### src/rtl/eeprom_word_assembler.sv
// Assembles serial EEPROM bits into 32-bit words and queues them in a small output FIFO.
// Define EEPROM_ASSEMBLER_CKSUM_EN to enable the running 32-bit additive checksum on OUT_cksum.
module eeprom_word_assembler #(
    parameter int unsigned DEPTH = 4,
    parameter int unsigned CNT_W = 16
) (
    input  logic             clk,
    input  logic             rst,
    input  logic             IN_data,
    input  logic             IN_dataValid,
    input  logic             IN_dataByte,
    input  logic             IN_dataWord,
    input  logic             IN_flush,
    output logic [31:0]      OUT_word,
    output logic             OUT_valid,
    input  logic             IN_ready,
    output logic [CNT_W-1:0] OUT_wordCnt,
    output logic             OUT_overflow,
    output logic             OUT_alignErr,
    output logic [31:0]      OUT_cksum
);

    localparam int unsigned AW = (DEPTH > 1) ? $clog2(DEPTH) : 1;
    localparam int unsigned OW = AW + 1;

    // Bit 31 of the shift register is always shifted out when a word completes, so only 31 bits are held.
    logic [30:0]      sr_q, sr_d;
    logic [4:0]       bcnt_q, bcnt_d;
    logic [AW-1:0]    wr_ptr_q, wr_ptr_d, rd_ptr_q, rd_ptr_d;
    logic [OW-1:0]    occ_q, occ_d;
    logic [31:0]      head_q, head_d;
    logic             valid_q, valid_d;
    logic [CNT_W-1:0] wcnt_q, wcnt_d;
    logic             ovf_q, ovf_d;
    logic             align_q, align_d;
    logic [31:0]      mem [DEPTH];

    logic [31:0]      word_c;
    logic             beat_c, err_c, done_c, full_c, pop_c, push_c;

    // Beat decode, alignment checking and FIFO bookkeeping.
    always_comb begin
        word_c   = {sr_q, IN_data};
        beat_c   = IN_dataValid && !IN_flush;
        err_c    = 1'b0;
        done_c   = 1'b0;
        full_c   = (occ_q == OW'(DEPTH));
        pop_c    = valid_q && IN_ready && !IN_flush;
        push_c   = 1'b0;
        sr_d     = sr_q;
        bcnt_d   = bcnt_q;
        wr_ptr_d = wr_ptr_q;
        rd_ptr_d = rd_ptr_q;
        occ_d    = occ_q;
        head_d   = head_q;
        valid_d  = valid_q;
        wcnt_d   = wcnt_q;
        ovf_d    = ovf_q;
        align_d  = align_q;

        if (beat_c) begin
            err_c  = (IN_dataWord && (bcnt_q != 5'd31))
                  || (!IN_dataWord && (bcnt_q == 5'd31))
                  || (IN_dataByte != (bcnt_q[2:0] == 3'd7));
            done_c = IN_dataWord && !err_c;
        end
        push_c = done_c && (!full_c || pop_c);

        if (IN_flush) begin
            sr_d     = '0;
            bcnt_d   = '0;
            wr_ptr_d = '0;
            rd_ptr_d = '0;
            occ_d    = '0;
            valid_d  = 1'b0;
        end else begin
            if (beat_c) begin
                sr_d   = word_c[30:0];
                bcnt_d = (err_c || done_c) ? 5'd0 : bcnt_q + 5'd1;
            end
            if (err_c) begin
                align_d = 1'b1;
            end
            if (done_c && !push_c) begin
                ovf_d = 1'b1;
            end
            if (push_c) begin
                wr_ptr_d = wr_ptr_q + AW'(1);
                wcnt_d   = wcnt_q + CNT_W'(1);
            end
            if (pop_c) begin
                rd_ptr_d = rd_ptr_q + AW'(1);
            end
            occ_d = occ_q + OW'(push_c) - OW'(pop_c);
            // Head register tracks the entry at rd_ptr; a push into an (about to be) empty FIFO bypasses memory.
            if (push_c && ((occ_q == '0) || (pop_c && (occ_q == OW'(1))))) begin
                head_d = word_c;
            end else if (pop_c && (occ_q > OW'(1))) begin
                head_d = mem[rd_ptr_q + AW'(1)];
            end
            valid_d = (occ_d != '0);
        end
    end

    always_ff @(posedge clk) begin
        if (!rst) begin
            sr_q     <= '0;
            bcnt_q   <= '0;
            wr_ptr_q <= '0;
            rd_ptr_q <= '0;
            occ_q    <= '0;
            head_q   <= '0;
            valid_q  <= 1'b0;
            wcnt_q   <= '0;
            ovf_q    <= 1'b0;
            align_q  <= 1'b0;
        end else begin
            sr_q     <= sr_d;
            bcnt_q   <= bcnt_d;
            wr_ptr_q <= wr_ptr_d;
            rd_ptr_q <= rd_ptr_d;
            occ_q    <= occ_d;
            head_q   <= head_d;
            valid_q  <= valid_d;
            wcnt_q   <= wcnt_d;
            ovf_q    <= ovf_d;
            align_q  <= align_d;
        end
    end

    // FIFO storage needs no reset; occupancy and the head register define what is visible.
    always_ff @(posedge clk) begin
        if (rst && push_c && !IN_flush) begin
            mem[wr_ptr_q] <= word_c;
        end
    end

`ifdef EEPROM_ASSEMBLER_CKSUM_EN
    logic [31:0] cksum_q;

    always_ff @(posedge clk) begin
        if (!rst) begin
            cksum_q <= '0;
        end else if (IN_flush) begin
            cksum_q <= '0;
        end else if (push_c) begin
            cksum_q <= cksum_q + word_c;
        end
    end

    assign OUT_cksum = cksum_q;
`else
    assign OUT_cksum = '0;
`endif

    assign OUT_word     = head_q;
    assign OUT_valid    = valid_q;
    assign OUT_wordCnt  = wcnt_q;
    assign OUT_overflow = ovf_q;
    assign OUT_alignErr = align_q;

endmodule

### config.mk
export PLATFORM = sky130hd
export DESIGN_NAME = eeprom_word_assembler
export DESIGN_NICKNAME = d
export VERILOG_FILES = /design/src/rtl/eeprom_word_assembler.sv
export SDC_FILE = /design/constraint.sdc
export NUM_CORES = 1
export LEC_CHECK = 0
export ABC_AREA = 1
export ABC_CLOCK_PERIOD_IN_PS = 3490
export BUFFER_PORTS_ARGS = -buffer_cell sky130_fd_sc_hd__buf_2
export CAP_MARGIN = 20
export CELL_PAD_IN_SITES_DETAIL_PLACEMENT = 0
export CELL_PAD_IN_SITES_GLOBAL_PLACEMENT = 1
export CORE_UTILIZATION = 41
export DETAILED_ROUTE_END_ITERATION = 6
export GPL_TIMING_DRIVEN = 0
export PLACE_DENSITY = 0.81
export SETUP_SLACK_MARGIN = 0.1
export SLEW_MARGIN = 30
export SYNTH_ARGS = -nofsm -noshare
export SYNTH_HDL_FRONTEND = slang
export SYNTH_SLANG_ARGS = --single-unit
### constraint.sdc
create_clock -name clk -period 3.49 [get_ports clk]
set_clock_uncertainty 0.05 [all_clocks]
set_input_delay 0.698 -clock clk [delete_from_list [all_inputs] [get_ports clk]]
set_output_delay 0.698 -clock clk [all_outputs]
set_load 0.005 [all_outputs]
Yosys cells after proc, flatten, opt, wreduce, memory -nomap -nowiden. Memory sizes are Yosys's and may differ from the RTL's. Index checks and enable logic that the tools add are counted.

Memories: 1. Word-level logic and storage cells: 64. Output and inout port bits: 83. RAM bits: 128. Input port bits: 8. Register bits after elaboration: 94.

Reductions and logical operators: 31. Muxes and demuxes: 7. Bitwise gates (word level): 2. $lt $le $gt $ge: 1. Equality and inequality tests: 6. $add $sub $neg: 6.

Memory list: mem (depth 4, bits a word 32, read ports 1, clocked after memory_dff 0, wr ports 1, RTL line 36) `logic [31:0] mem [DEPTH];`.

Operators by type and width (number): 32-bit two-way mux (2); 16-bit by 1-bit adder with 16-bit output, second input constant (1); 1-bit logical AND (13); 2-bit AND reduction (4); 3-bit equality test, second input constant (2); 5-bit by 1-bit adder with 5-bit output, second input constant (1); 5-bit equality test, second input constant (1); 1-bit logical NOT (5); 1-bit logical OR (5); 5-bit two-way mux (1); 5-bit != test, second input constant (1); 2-bit by 1-bit adder with 2-bit output, second input constant (2); 1-bit two-way mux (4); 3-bit by 1-bit adder with 3-bit output (1); 3-bit by 1-bit equality test with 1-bit output, second input constant (1); 3-bit by 1-bit > comparator with 1-bit output, second input constant (1); 3-bit logical NOT (1); 3-bit nonzero test (1); 3-bit by 1-bit subtractor with 3-bit output (1); 1-bit NOT (2); 2-bit nonzero test (1); 2-bit OR reduction (1); 1-bit != test (1).

Longest topological paths before layout. Gate-level depths: netlist of the first run.

Depth after elaboration: 12. Gate-level depth with buffers: 18. Gate-level depth less buffers: 17.

Worst setup path before layout of the first run. Ideal clock, no wire load.

Path type: input port to flip-flop. Start: input IN_dataValid. End: memory mem[2][0] (enable). Path buffers: 1. Arrival time: 2.918 ns. Required time: 3.019 ns. Slack: 0.101 ns. Setup time: 0.421 ns. Cell stages on the path: 9. Cells stage by stage: buf_4 > inv_4 > nor2_8 > nand2_2 > nor2_4 > nand2_2 > inv_2 > nand2_1 > nor2_1.

Longest elaborated chain between the ends: 7.

Ends and longest elaborated chain: start, declared (RTL line 10) `input logic IN_dataValid,`; 1-bit logical AND (RTL line 44) `beat_c = IN_dataValid && !IN_flush;`; 1-bit two-way mux (RTL line 61) `if (beat_c) begin`; 1-bit logical AND (RTL line 67) `push_c = done_c && (!full_c || pop_c);`; 1-bit logical AND (2 in series) (RTL line 133) `if (rst && push_c && !IN_flush) begin`; 1-bit two-way mux (RTL line 133); 1-bit two-way mux (implied by the code) (RTL line 134) `mem[wr_ptr_q] <= word_c;`; end, declared (RTL line 36).

No other way between the ends.

Worst setup path in the final report of the first run.
Start: register bcnt_q[0]. End: memory mem[1][16] (enable).

Longest elaborated chain between the ends: 12. Elaborated cells between the ends (all ways): 16. Classes of those cells: eq/ne: 4; mux: 3; reduce/logical: 9.

Ends and longest elaborated chain: start, declared (RTL line 28) `logic [4:0] bcnt_q, bcnt_d;`; start signal, assigned (RTL line 119) `bcnt_q <= bcnt_d;`; 5-bit != test / 5-bit equality test (equally long branches) (RTL line 62, 63); 1-bit logical AND (on tied branches) (RTL line 62, 63); 1-bit logical OR (RTL line 63) `|| (!IN_dataWord && (bcnt_q == 5'd31))`; 1-bit logical OR * (RTL line 64) `|| (IN_dataByte != (bcnt_q[2:0] == 3'd7));`; 1-bit logical NOT * (RTL line 65) `done_c = IN_dataWord && !err_c;`; 1-bit logical AND * (RTL line 65); 1-bit two-way mux * (RTL line 61); 1-bit logical AND * (RTL line 67); 1-bit logical AND * (2 in series) (RTL line 133); 1-bit two-way mux * (RTL line 133); 1-bit two-way mux (implied by the code) * (RTL line 134).

Mark *: on every way between the ends. The rest lies on a longest branch, timed or not.

==> summary.txt, run 1 <==
Placed design
  – Instance area at placement: 10600 sq um
  – Pre-CTS WS: approximately 0.14 ns
  – Routability Congestion: 0.803
  – Count of input and output buffers: 56
  – Half-perimeter wire length after placement: about 15 mm

Pwr
  – Total chip power: between 5000 and 6000 uW
  – Switching power summed over all nets: ~1100 uW
  – Sw Share: 0.209
  – Maximum ir drop on the vdd rail: around 320 uV
  – Clock power share: 0.453
  – Internal Power: 4320 uW
  – Part of the total power dissipated in combinational logic: 0.032
  – Power density relative to cell area: about 480 nW/um^2
  – Leak: around 0.0048 uW
  – Sequential power share: 0.514

GRT
  – Wire length of the first global-routing pass: 36.7 mm
  – Peak-usage layer in the global routing report: met2
  – Number of global-route vias before repair: about 6700
  – Leftover overflow at the end of global routing: 0
  – Total routing usage reported by global routing: 0.194
  – Met1 Use GR: 0.275
  – Initial antenna violation count: 0
  – Met3 track demand over resource: 0.0269
  – Global routing met2 resource utilization: 0.318
  – Maximum number of pins on one net before global-route repair: 18

Clock tree
  – Buffers from clock root to sink, at most: 3
  – TritonCTS clock tree: yes
  – Clock transition time at the flip-flop clock pins of the worst setup and hold paths: roughly 0.06 ns
  – Clock insertion delay at the later pin of the skew report: roughly 0.5 ns
  – Number of buffers added for setup after CTS: 0
  – Count of hold-fix buffers inserted at cts: 0
  – Total of cells resized after clock tree synthesis: 0
  – Number of clock sinks: 222
  – CTS HTree Levels: 1
  – Number of CTS-inserted buffers: 24
  – Root cell of the clock tree: sky130_fd_sc_hd__clkbuf_16

Logic synthesis
  – Post-synthesis instance total: between 1000 and 1500
  – Ranking of synthesized cells by area: sky130_fd_sc_hd__edfxtp_1 (40%), sky130_fd_sc_hd__dfxtp_1 (19%), sky130_fd_sc_hd__nand2_1 (10%)
  – Number of distinct library cell variants in the gate-level netlist after synthesis: 34
  – Flops & latches, synth: between 200 and 250
  – YS warnings: 0
  – Area share of the largest cell type after synthesis: 0.397
  – Dominant cell type by area after synthesis: sky130_fd_sc_hd__edfxtp_1
  – Mapped Area: just under 10000 sq um
  – Mean cell area of the mapped netlist: 9.37 sq um
  – Sequential share of the synthesized area: 0.592

Min path
  – WHS Endpoint: mem[2][0]$_DFFE_PP_
  – Hold Path Class: in2reg
  – Cell depth of the worst hold path: 1
  – Hold Crit Start: IN_data

Worst setup path
  – End of the worst register-to-register path: mem[1][16]$_DFFE_PP_
  – Maximum fanout count along the critical path: 17
  – Worst path required time: around 3.7 ns
  – Crit path capture type: flip-flop
  – Setup Crit Path Kind: reg2reg
  – Worst reg2reg path startpoint: bcnt_q[0]$_SDFFE_PP0P_
  – Cells on worst reg2reg path: 13
  – Reg2Reg Setup Slack: 0.32 ns
  – Arrival time of the worst setup path: 3.34 ns
  – Nature of the critical path startpoint: flip-flop

Layout
  – Final instance area: between 10000 and 15000 sq um
  – Commonest cells after routing, fill and taps aside: sky130_fd_sc_hd__nand2_1 (265), sky130_fd_sc_hd__edfxtp_1 (128), sky130_fd_sc_hd__nor2_1 (116)
  – Commonest non-fill, non-tap cell in the layout: sky130_fd_sc_hd__nand2_1
  – Final net count: ~1200
  – Diode insertion count for antenna repair: 0
  – Share of layout cells above drive strength 1: 0.144
  – P&R area growth vs syn: 17.6%

Route
  – Number of nets with antenna violations after detailed routing: 0
  – Routed WL per cell: about 16 um
  – Total number of vias: between 7000 and 8000
  – Pre-Repair DR Iteration Count: 4
  – Detailed router's first-iteration violation count: approximately 500
  – Number of design rule violations left after detail routing: 0
  – Detailed Route WL: around 23 mm
  – Mean number of vias per cell: between 4 and 5

Floorplan
  – Effective utilization at floorplan: 0.422
  – Chip Height: roughly 160 um
  – Area of the core region: around 23000 sq um
  – IO Pins: 91
  – Die Width: around 160 um
  – Number of placement rows: between 50 and 60
  – Floorplan die area: between 20000 and 25000 sq um

STA
  – # setup viols final: 0
  – Slew @ Worst Pin: ~0.7 ns
  – RSZ-0062 raised after global routing: no
  – Relative slew margins: 0.531
  – Count of final max-slew check failures: 0
  – Hold Fails Final Rpt: 0
  – FMAX: between 300 and 400 MHz
  – Period utilization: 0.910
  – Post-layout min period: roughly 3.2 ns
  – Final Worst Setup Slack: 0.315 ns

Run
  – Max Cap Viol: 0

Status
  – Result of the run: complete, no violations
## cell usage after synthesis (all sizes together)
library cell and count:
nand2 267, edfxtp 128, nor2 122, dfxtp 94, inv 77, o21ai 72
buf 56, a21oi 43, nand4 35, clkbuf 32, nand3b 32, a22oi 31
nand3 11, ha 10, xor2 6, nor3 4, xnor2 4, clkinv 2
a211oi 1, and3 1, conb 1, fa 1, nor3b 1, o31ai 1
or2 1
## how the worst max path moves through the flow
stage / startpoint / end / slack (ns)
2_1_floorplan: IN_dataValid / mem[2][0]$_DFFE_PP_ / 0.10
3_3_place_gp: IN_dataValid / mem[0][14]$_DFFE_PP_ / -1.48
3_5_place_dp: IN_dataValid / mem[3][11]$_DFFE_PP_ / 0.14
4_1_cts: bcnt_q[0]$_SDFFE_PP0P_ / mem[3][4]$_DFFE_PP_ / 0.30
5_1_grt: bcnt_q[0]$_SDFFE_PP0P_ / mem[1][10]$_DFFE_PP_ / 0.16
6_report: bcnt_q[0]$_SDFFE_PP0P_ / mem[1][16]$_DFFE_PP_ / 0.32
## final cells by class
type                    instances  area (sq um)
fillers                      2174         11500
flip-flops and latches        222          5730
multi-input cells             675          3270
clock buffers                  36           707
plain buffers                  88           529
well taps                     313           392
repair buffers                 60           390
inverters                      79           299
clock inverters                 8          65.1
## power groups by stage
stage	logic, uW	registers (uW)	clock network [uW]
floorplan	121	2850	0
detailed placement	174	2860	0
CTS	176	2810	2500
finish	176	2810	2470
global placement	173	2860	0
global route	197	2810	2600
## logic make-up after synthesis
logic type,Yosys count,synth area share
AND/OR/NAND/NOR,474,0.213
flip-flops,222,0.592
buffers and inverters,167,0.0856
AO/OA/AOI/OAI,148,0.0855
adder cells (fa/ha/maj),11,0.0150
XOR/XNOR,10,0.00905
other,1,0.000388
## registers in the layout (all words and copies together), names as in the netlist
signal / flops
OUT_alignErr: 1
OUT_overflow: 1
OUT_valid: 1
OUT_word: 32
OUT_wordCnt: 16
bcnt_q: 5
mem: 128
occ_q: 3
rd_ptr_q: 2
sr_q: 31
wr_ptr_q: 2
## per-layer routing
layer,up-vias,part of all wire
met5,-,0
met4,0,0.011
met3,18,0.055
met2,191,0.47
met1,3359,0.47
li1,3606,-
## per-stage QoR
step           cells  hold slack [ns]   util  TNS [ns]
6_report        1481            0.394  0.496         0
4_1_cts         1481            0.387  0.496         0
3_3_place_gp    1433            0.389  0.457   -181.10
2_1_floorplan   1064            0.370      -         0
5_1_grt         1481            0.393  0.496         0
3_5_place_dp    1437            0.397  0.463         0
## critical path: stages (launching register included)
cell	delay, ns
sky130_fd_sc_hd__dfxtp_1	0.31
sky130_fd_sc_hd__ha_1	0.21
sky130_fd_sc_hd__and3_1	0.19
sky130_fd_sc_hd__ha_1	0.19
sky130_fd_sc_hd__inv_1	0.05
sky130_fd_sc_hd__nand2_1	0.04
sky130_fd_sc_hd__nand2_1	0.05
sky130_fd_sc_hd__nand2_1	0.10
sky130_fd_sc_hd__nor2_4	0.27
sky130_fd_sc_hd__nand2_2	0.15
sky130_fd_sc_hd__inv_2	0.15
sky130_fd_sc_hd__nand2_1	0.25
sky130_fd_sc_hd__nor2_4	0.61
sky130_fd_sc_hd__buf_16	0.24
Note: power is estimated with default switching activity, not from simulation.
==> inputs of run 2 (changes only) <==
- ABC_AREA: 1 -> 0
- CORE_ASPECT_RATIO: unset -> 1.25
- CORE_UTILIZATION: 41 -> 44
- PLACE_DENSITY: 0.81 -> 0.82
==> run 2 against run 1 <==
  * Global-route usage shrank 1.3 points
  * First-iteration DRC count is 24% lower
  * Routed wire length fell by 20%
  * Total power is 2.7% lower
  * Design area shrank 6.4%
  * Clock power about the same
  * Maximum frequency grew 5.9%
  * Worst setup slack better by 0.18 ns
  * Critical endpoint is now OUT_valid$_SDFF_PP0_
  * Synthesized area fell by 6.8%
  * Via count fell by 23%
==> summary.txt, run 2 <==
Clock tree
  – Count of hold-fix buffers inserted at cts: 0
  – Clock insertion delay at the later pin of the skew report: around 0.51 ns
  – Number of buffers added for setup after CTS: 0
  – Buffers from clock root to sink, at most: 3
  – Number of clock sinks: roughly 220
  – Total of cells resized after clock tree synthesis: 0
  – Number of CTS-inserted buffers: 23
  – TritonCTS clock tree: yes
  – CTS HTree Levels: 1
  – Root cell of the clock tree: sky130_fd_sc_hd__clkbuf_16
  – Clock transition time at the flip-flop clock pins of the worst setup and hold paths: 0.06 ns

Logic synthesis
  – Post-synth EDFFs: between 100 and 150
  – Fraction of synthesis flops using an asynchronous set or reset pin: 0
  – Number of distinct library cell variants in the gate-level netlist after synthesis: 49
  – Mean cell area of the mapped netlist: roughly 14 sq um
  – Post-synthesis instance total: 640
  – Most frequent cell after synthesis: sky130_fd_sc_hd__edfxtp_1
  – Dominant cell type by area after synthesis: sky130_fd_sc_hd__edfxtp_1
  – YS warnings: 0
  – Area share of the largest cell type after synthesis: 0.426
  – Flops & latches, synth: around 220
  – Sequential share of the synthesized area: 0.635
  – Predominant post-synthesis flop cell: sky130_fd_sc_hd__edfxtp_1
  – Mapped Area: ~9000 sq um
  – Ranking of synthesized cells by area: sky130_fd_sc_hd__edfxtp_1 (43%), sky130_fd_sc_hd__dfxtp_1 (21%), sky130_fd_sc_hd__mux4_2 (8.0%)
  – Top cells by instance count after synthesis: sky130_fd_sc_hd__edfxtp_1 (128), sky130_fd_sc_hd__dfxtp_1 (94), sky130_fd_sc_hd__mux2i_1 (63)

Worst setup path
  – Arrival time of the worst setup path: about 3.3 ns
  – Slowest stage delay, CP: 0.38 ns
  – Maximum fanout count along the critical path: 10
  – Cell family with most CP delay: adder cells
  – Bufs and invs on worst path: 2
  – Worst path required time: between 3 and 4 ns
  – Critical path's most frequent cell: sky130_fd_sc_hd__ha_1
  – Cells on worst reg2reg path: 11
  – Setup Crit Path Kind: reg2reg
  – CP Cell Sequence: ha_1 -> ha_1 -> xor2_1 -> a211o_1 -> buf_2 -> buf_2 -> o21ai_0 -> ha_1 -> fa_1 -> xor2_1 -> a31oi_1
  – Nature of the critical path startpoint: flip-flop
  – Instance count on the critical path: 11
  – Crit-path slowest cell: sky130_fd_sc_hd__fa_1
  – Crit path capture type: flip-flop

Layout
  – P&R area growth vs syn: 18.0%
  – Share of layout cells above drive strength 1: 0.248
  – Max FFs per register: between 100 and 150
  – Final net count: approximately 780
  – Diode insertion count for antenna repair: 0
  – Register with the most flip-flops: mem
  – Commonest cells after routing, fill and taps aside: sky130_fd_sc_hd__edfxtp_1 (128), sky130_fd_sc_hd__dfxtp_1 (94), sky130_fd_sc_hd__buf_2 (73)
  – Count of non-filler cells in the finished layout: between 1000 and 1500
  – Commonest non-fill, non-tap cell in the layout: sky130_fd_sc_hd__edfxtp_1

Pwr
  – Part of the total power dissipated in combinational logic: 0.021
  – Power density relative to cell area: ~500 nW/um^2
  – Clock power share: 0.462
  – Sw Share: 0.199
  – Total chip power: 5310 uW
  – Internal Power: approximately 4300 uW
  – Switching power summed over all nets: between 1000 and 1500 uW
  – Leak: around 0.0040 uW
  – Maximum ir drop on the vdd rail: approximately 360 uV
  – Sequential power share: 0.516

Placed design
  – Count of input and output buffers: 57
  – Half-perimeter wire length after placement: ~12 mm
  – Pre-CTS WS: 0.389 ns
  – Placed instance count: 1002
  – Routability Congestion: about 0.75

STA
  – Slew @ Worst Pin: around 0.74 ns
  – Post-layout min period: 3.00 ns
  – Count of final max-slew check failures: 0
  – Worst hold margin: 0.407 ns
  – Relative slew margins: 0.508
  – # setup viols final: 0
  – Total negative slack for setup checks: 0 ns
  – Final Worst Setup Slack: just under 0.5 ns
  – FMAX: roughly 330 MHz
  – Hold Fails Final Rpt: 0
  – RSZ-0062 raised after global routing: no
  – Period utilization: 0.859

Floorplan
  – Area of the core region: ~20000 sq um
  – Number of placement rows: 58
  – IO Pins: slightly above 90
  – Die Width: around 130 um
  – Chip Height: around 160 um
  – Effective utilization at floorplan: 0.449
  – Floorplan die area: ~21000 sq um

GRT
  – Number of global-route vias before repair: roughly 5600
  – Leftover overflow at the end of global routing: 0
  – Maximum number of pins on one net before global-route repair: 18
  – Total routing usage reported by global routing: 0.181
  – Wire length of the first global-routing pass: between 20 and 30 mm
  – Global routing met2 resource utilization: 0.330
  – Met3 track demand over resource: 0.0300
  – Peak-usage layer in the global routing report: met2
  – Initial antenna violation count: 0
  – Met1 Use GR: 0.219

Route
  – Number of design rule violations left after detail routing: 0
  – Routed WL per cell: 17.9 um
  – Mean number of vias per cell: about 5.3
  – Detailed Route WL: between 15 and 20 mm
  – Total number of vias: roughly 5500
  – Pre-Repair DR Iteration Count: 5
  – Number of nets with antenna violations after detailed routing: 0
  – Detailed router's first-iteration violation count: roughly 380

Run
  – Max Cap Viol: 0

Min path
  – Cell depth of the worst hold path: 1
  – Hold Path Class: in2reg

Status
  – Result of the run: complete, no violations
-- run 2: worst register-to-register path, stage by stage, from the launching register on --
cell	delay [ns]
sky130_fd_sc_hd__dfxtp_1	0.33
sky130_fd_sc_hd__ha_1	0.23
sky130_fd_sc_hd__ha_1	0.23
sky130_fd_sc_hd__xor2_1	0.32
sky130_fd_sc_hd__a211o_1	0.24
sky130_fd_sc_hd__buf_2	0.23
sky130_fd_sc_hd__buf_2	0.25
sky130_fd_sc_hd__o21ai_0	0.11
sky130_fd_sc_hd__ha_1	0.19
sky130_fd_sc_hd__fa_1	0.38
sky130_fd_sc_hd__xor2_1	0.21
sky130_fd_sc_hd__a31oi_1	0.10
-- run 2: final cells by class --
| class | instances | area, sq um |
|---|---|---|
| clock inverter | 17 | 178 |
| buffer | 72 | 415 |
| fill | 1690 | 9460 |
| timing repair buffer | 61 | 395 |
| clock buffer | 25 | 593 |
| sequential | 222 | 5730 |
| multi-input combinational | 367 | 2960 |
| inverter | 10 | 37.5 |
| tap | 270 | 338 |
-- run 2: power by group through the flow --
stage / Clock, uW / Sequential (uW) / Combinational, uW
after floorplan: 0 / 2800 / 84.7
after global placement: 0 / 2800 / 111
after detailed placement: 0 / 2800 / 111
after CTS: 2500 / 2740 / 112
after global routing: 2600 / 2740 / 125
final: 2460 / 2740 / 113
-- run 2: cells by family after synthesis --
family	after synthesis	synth area share
adder cells (fa/ha/maj)	11	0.0161
flip-flops	222	0.635
multiplexers	95	0.150
buffers and inverters	82	0.0502
AO/OA/AOI/OAI	105	0.0755
XOR/XNOR	7	0.00680
AND/OR/NAND/NOR	117	0.0662
other	1	0.000416
-- run 2: worst paths after layout --
path	from	to	slack (ns)
max	bcnt_q[0]$_SDFFE_PP0P_	OUT_valid$_SDFF_PP0_	0.49
min	IN_data	mem[0][0]$_DFFE_PP_	0.41
max reg2reg	bcnt_q[0]$_SDFFE_PP0P_	OUT_valid$_SDFF_PP0_	0.49
min reg2reg	bcnt_q[4]$_SDFFE_PP0P_	bcnt_q[4]$_SDFFE_PP0P_	0.41
-- run 2: per-layer routing --
metal	up-vias	share of wire
li1	2621	-
met1	2707	0.41
met2	170	0.52
met3	26	0.054
met4	0	0.015
met5	-	0
-- run 2: through the flow --
step,utilization,cell area (sq um)
floorplan,-,9130
global placement,0.485,9760
detailed placement,0.491,9870
CTS,0.529,10600
global route,0.529,10600
finish,0.529,10600
==> inputs of run 3 (changes only) <==
- CORE_UTILIZATION: 44 -> 40
- PLACE_DENSITY: 0.82 -> 0.76
==> run 3 against run 2 <==
  * Critical path depth stayed put
  * Cell count grew 1.1%
  * First-iteration DRC count down 21%
  * Clock power is 6% lower
  * Sequential cell count unchanged
  * Die area increased by 9.9%
  * Critical path type unchanged
==> summary.txt, run 3 (same netlist as run 2, synthesis figures left out) <==
STA
  – # setup viols final: 0
  – Relative slew margins: 0.500
  – Post-layout min period: between 3 and 4 ns
  – Slew @ Worst Pin: ~0.75 ns
  – Count of final max-slew check failures: 0
  – FMAX: around 330 MHz
  – Hold Fails Final Rpt: 0
  – RSZ-0062 raised after global routing: no
  – Period utilization: 0.861

Pwr
  – Total chip power: 5170 uW
  – Leak: around 0.0039 uW
  – Maximum ir drop on the vdd rail: around 320 uV
  – Power density relative to cell area: slightly below 500 nW/um^2

Layout
  – Reg area: around 5700 sq um
  – Count of fill cells added during filler insertion: approximately 2000
  – Post-layout utilization of the core: 0.477
  – Register with the most flip-flops: mem
  – Share of layout cells above drive strength 1: 0.239
  – P&R area growth vs syn: 17.4%
  – Diode insertion count for antenna repair: 0
  – Footprint of the multi-input gates: approximately 3000 sq um
  – Commonest non-fill, non-tap cell in the layout: sky130_fd_sc_hd__edfxtp_1
  – Max FFs per register: about 130
  – Final net count: approximately 780
  – Commonest cells after routing, fill and taps aside: sky130_fd_sc_hd__edfxtp_1 (128), sky130_fd_sc_hd__dfxtp_1 (94), sky130_fd_sc_hd__buf_2 (73)

Worst setup path
  – Worst path required time: approximately 3.8 ns
  – Worst reg2reg path startpoint: bcnt_q[0]$_SDFFE_PP0P_
  – Reg2Reg Setup Slack: 0.48 ns
  – End of the worst register-to-register path: OUT_valid$_SDFF_PP0_
  – Arrival time of the worst setup path: ~3.3 ns
  – Maximum fanout count along the critical path: 10
  – Crit path capture type: flip-flop
  – Launch point of the critical path: bcnt_q[0]$_SDFFE_PP0P_
  – Nature of the critical path startpoint: flip-flop
  – Cells on worst reg2reg path: 11
  – Setup Crit Path Kind: reg2reg

GRT
  – Wire length of the first global-routing pass: 29.7 mm
  – Maximum number of pins on one net before global-route repair: 23
  – Leftover overflow at the end of global routing: 0
  – Number of global-route vias before repair: ~5400
  – Total routing usage reported by global routing: 0.166
  – Initial antenna violation count: 0

Clock tree
  – Clock insertion delay at the later pin of the skew report: 0.50 ns
  – Count of hold-fix buffers inserted at cts: 0
  – Total of cells resized after clock tree synthesis: 0
  – TritonCTS clock tree: yes
  – Clock transition time at the flip-flop clock pins of the worst setup and hold paths: 0.06 ns
  – Buffers from clock root to sink, at most: 3
  – Number of clock sinks: 222
  – Number of CTS-inserted buffers: 23
  – Root cell of the clock tree: sky130_fd_sc_hd__clkbuf_16
  – Number of buffers added for setup after CTS: 0
  – CTS HTree Levels: 1

Route
  – Mean number of vias per cell: around 5.2
  – Number of design rule violations left after detail routing: 0
  – Number of nets with antenna violations after detailed routing: 0
  – Total number of vias: between 5000 and 6000
  – Detailed router's first-iteration violation count: 298
  – Routed WL per cell: about 18 um
  – Detailed Route WL: roughly 19 mm
  – Pre-Repair DR Iteration Count: 4

Placed design
  – Count of input and output buffers: 57
  – Routability Congestion: 0.729
  – Half-perimeter wire length after placement: about 12 mm

Floorplan
  – IO Pins: roughly 90
  – Chip Height: between 150 and 200 um
  – Effective utilization at floorplan: 0.406
  – Number of placement rows: 61
  – Floorplan die area: 23200 sq um
  – Area of the core region: approximately 22000 sq um
  – Die Width: ~140 um

Min path
  – Cell depth of the worst hold path: 2
  – Hold Crit Start: OUT_overflow$_SDFFE_PN0P_
  – Hold Path Class: reg2reg
  – WHS Endpoint: OUT_overflow$_SDFFE_PN0P_

Run
  – Max Cap Viol: 0

Status
  – Result of the run: complete, no violations
-- run 3: worst max-delay path, stage by stage, from the launching register on --
cell and delay [ns]:
sky130_fd_sc_hd__dfxtp_1 0.33, sky130_fd_sc_hd__ha_1 0.22, sky130_fd_sc_hd__ha_1 0.21, sky130_fd_sc_hd__xor2_1 0.31
sky130_fd_sc_hd__a211o_1 0.23, sky130_fd_sc_hd__buf_2 0.22, sky130_fd_sc_hd__buf_2 0.26, sky130_fd_sc_hd__o21ai_0 0.11
sky130_fd_sc_hd__ha_1 0.21, sky130_fd_sc_hd__fa_1 0.39, sky130_fd_sc_hd__xor2_1 0.22, sky130_fd_sc_hd__a31oi_1 0.11
-- run 3: metrics by stage --
stage               setup TNS (ns)  setup WS [ns]  cell area [sq um]  hold slack (ns)  std cells
finish                           0          0.485              10600            0.401       1056
global route                     0          0.250              10600            0.424       1056
CTS                              0          0.428              10600            0.398       1056
detailed placement               0          0.341               9870            0.386       1015
global placement            -42.83         -0.470               9770            0.393       1011
floorplan                        0          0.799               9130            0.386        671
-- run 3: final cells by class --
cell class | instances | share of cell area
flip-flops and latches | 222 | 0.541
inverters | 10 | 0.00355
plain buffers | 72 | 0.0392
multi-input cells | 367 | 0.280
clock inverters | 10 | 0.00816
clock buffers | 31 | 0.0591
well taps | 283 | 0.0335
repair buffers | 61 | 0.0359
-- run 3: where the power goes --
group	switching, uW	internal, uW	total, uW
clock	981	1340	2320
combinational	64.2	49.1	113
sequential	1.31	2740	2740
-- run 3: worst max path at each step --
stage	end	cells after the start
floorplan	mem[1][0]$_DFFE_PP_	6
global placement	mem[2][10]$_DFFE_PP_	4
detailed placement	mem[2][11]$_DFFE_PP_	5
CTS	OUT_valid$_SDFF_PP0_	11
global route	OUT_valid$_SDFF_PP0_	11
finish	OUT_valid$_SDFF_PP0_	11
-- run 3: routing by layer --
layer | wire length, um | track usage | part of all wire | up-vias
met5 | 0 | 0 | 0 | -
met4 | 293 | 0.0444 | 0.015 | 0
met3 | 904 | 0.0247 | 0.048 | 22
met2 | 9590 | 0.290 | 0.51 | 140
met1 | 8180 | 0.213 | 0.43 | 2700
li1 | - | - | - | 2619
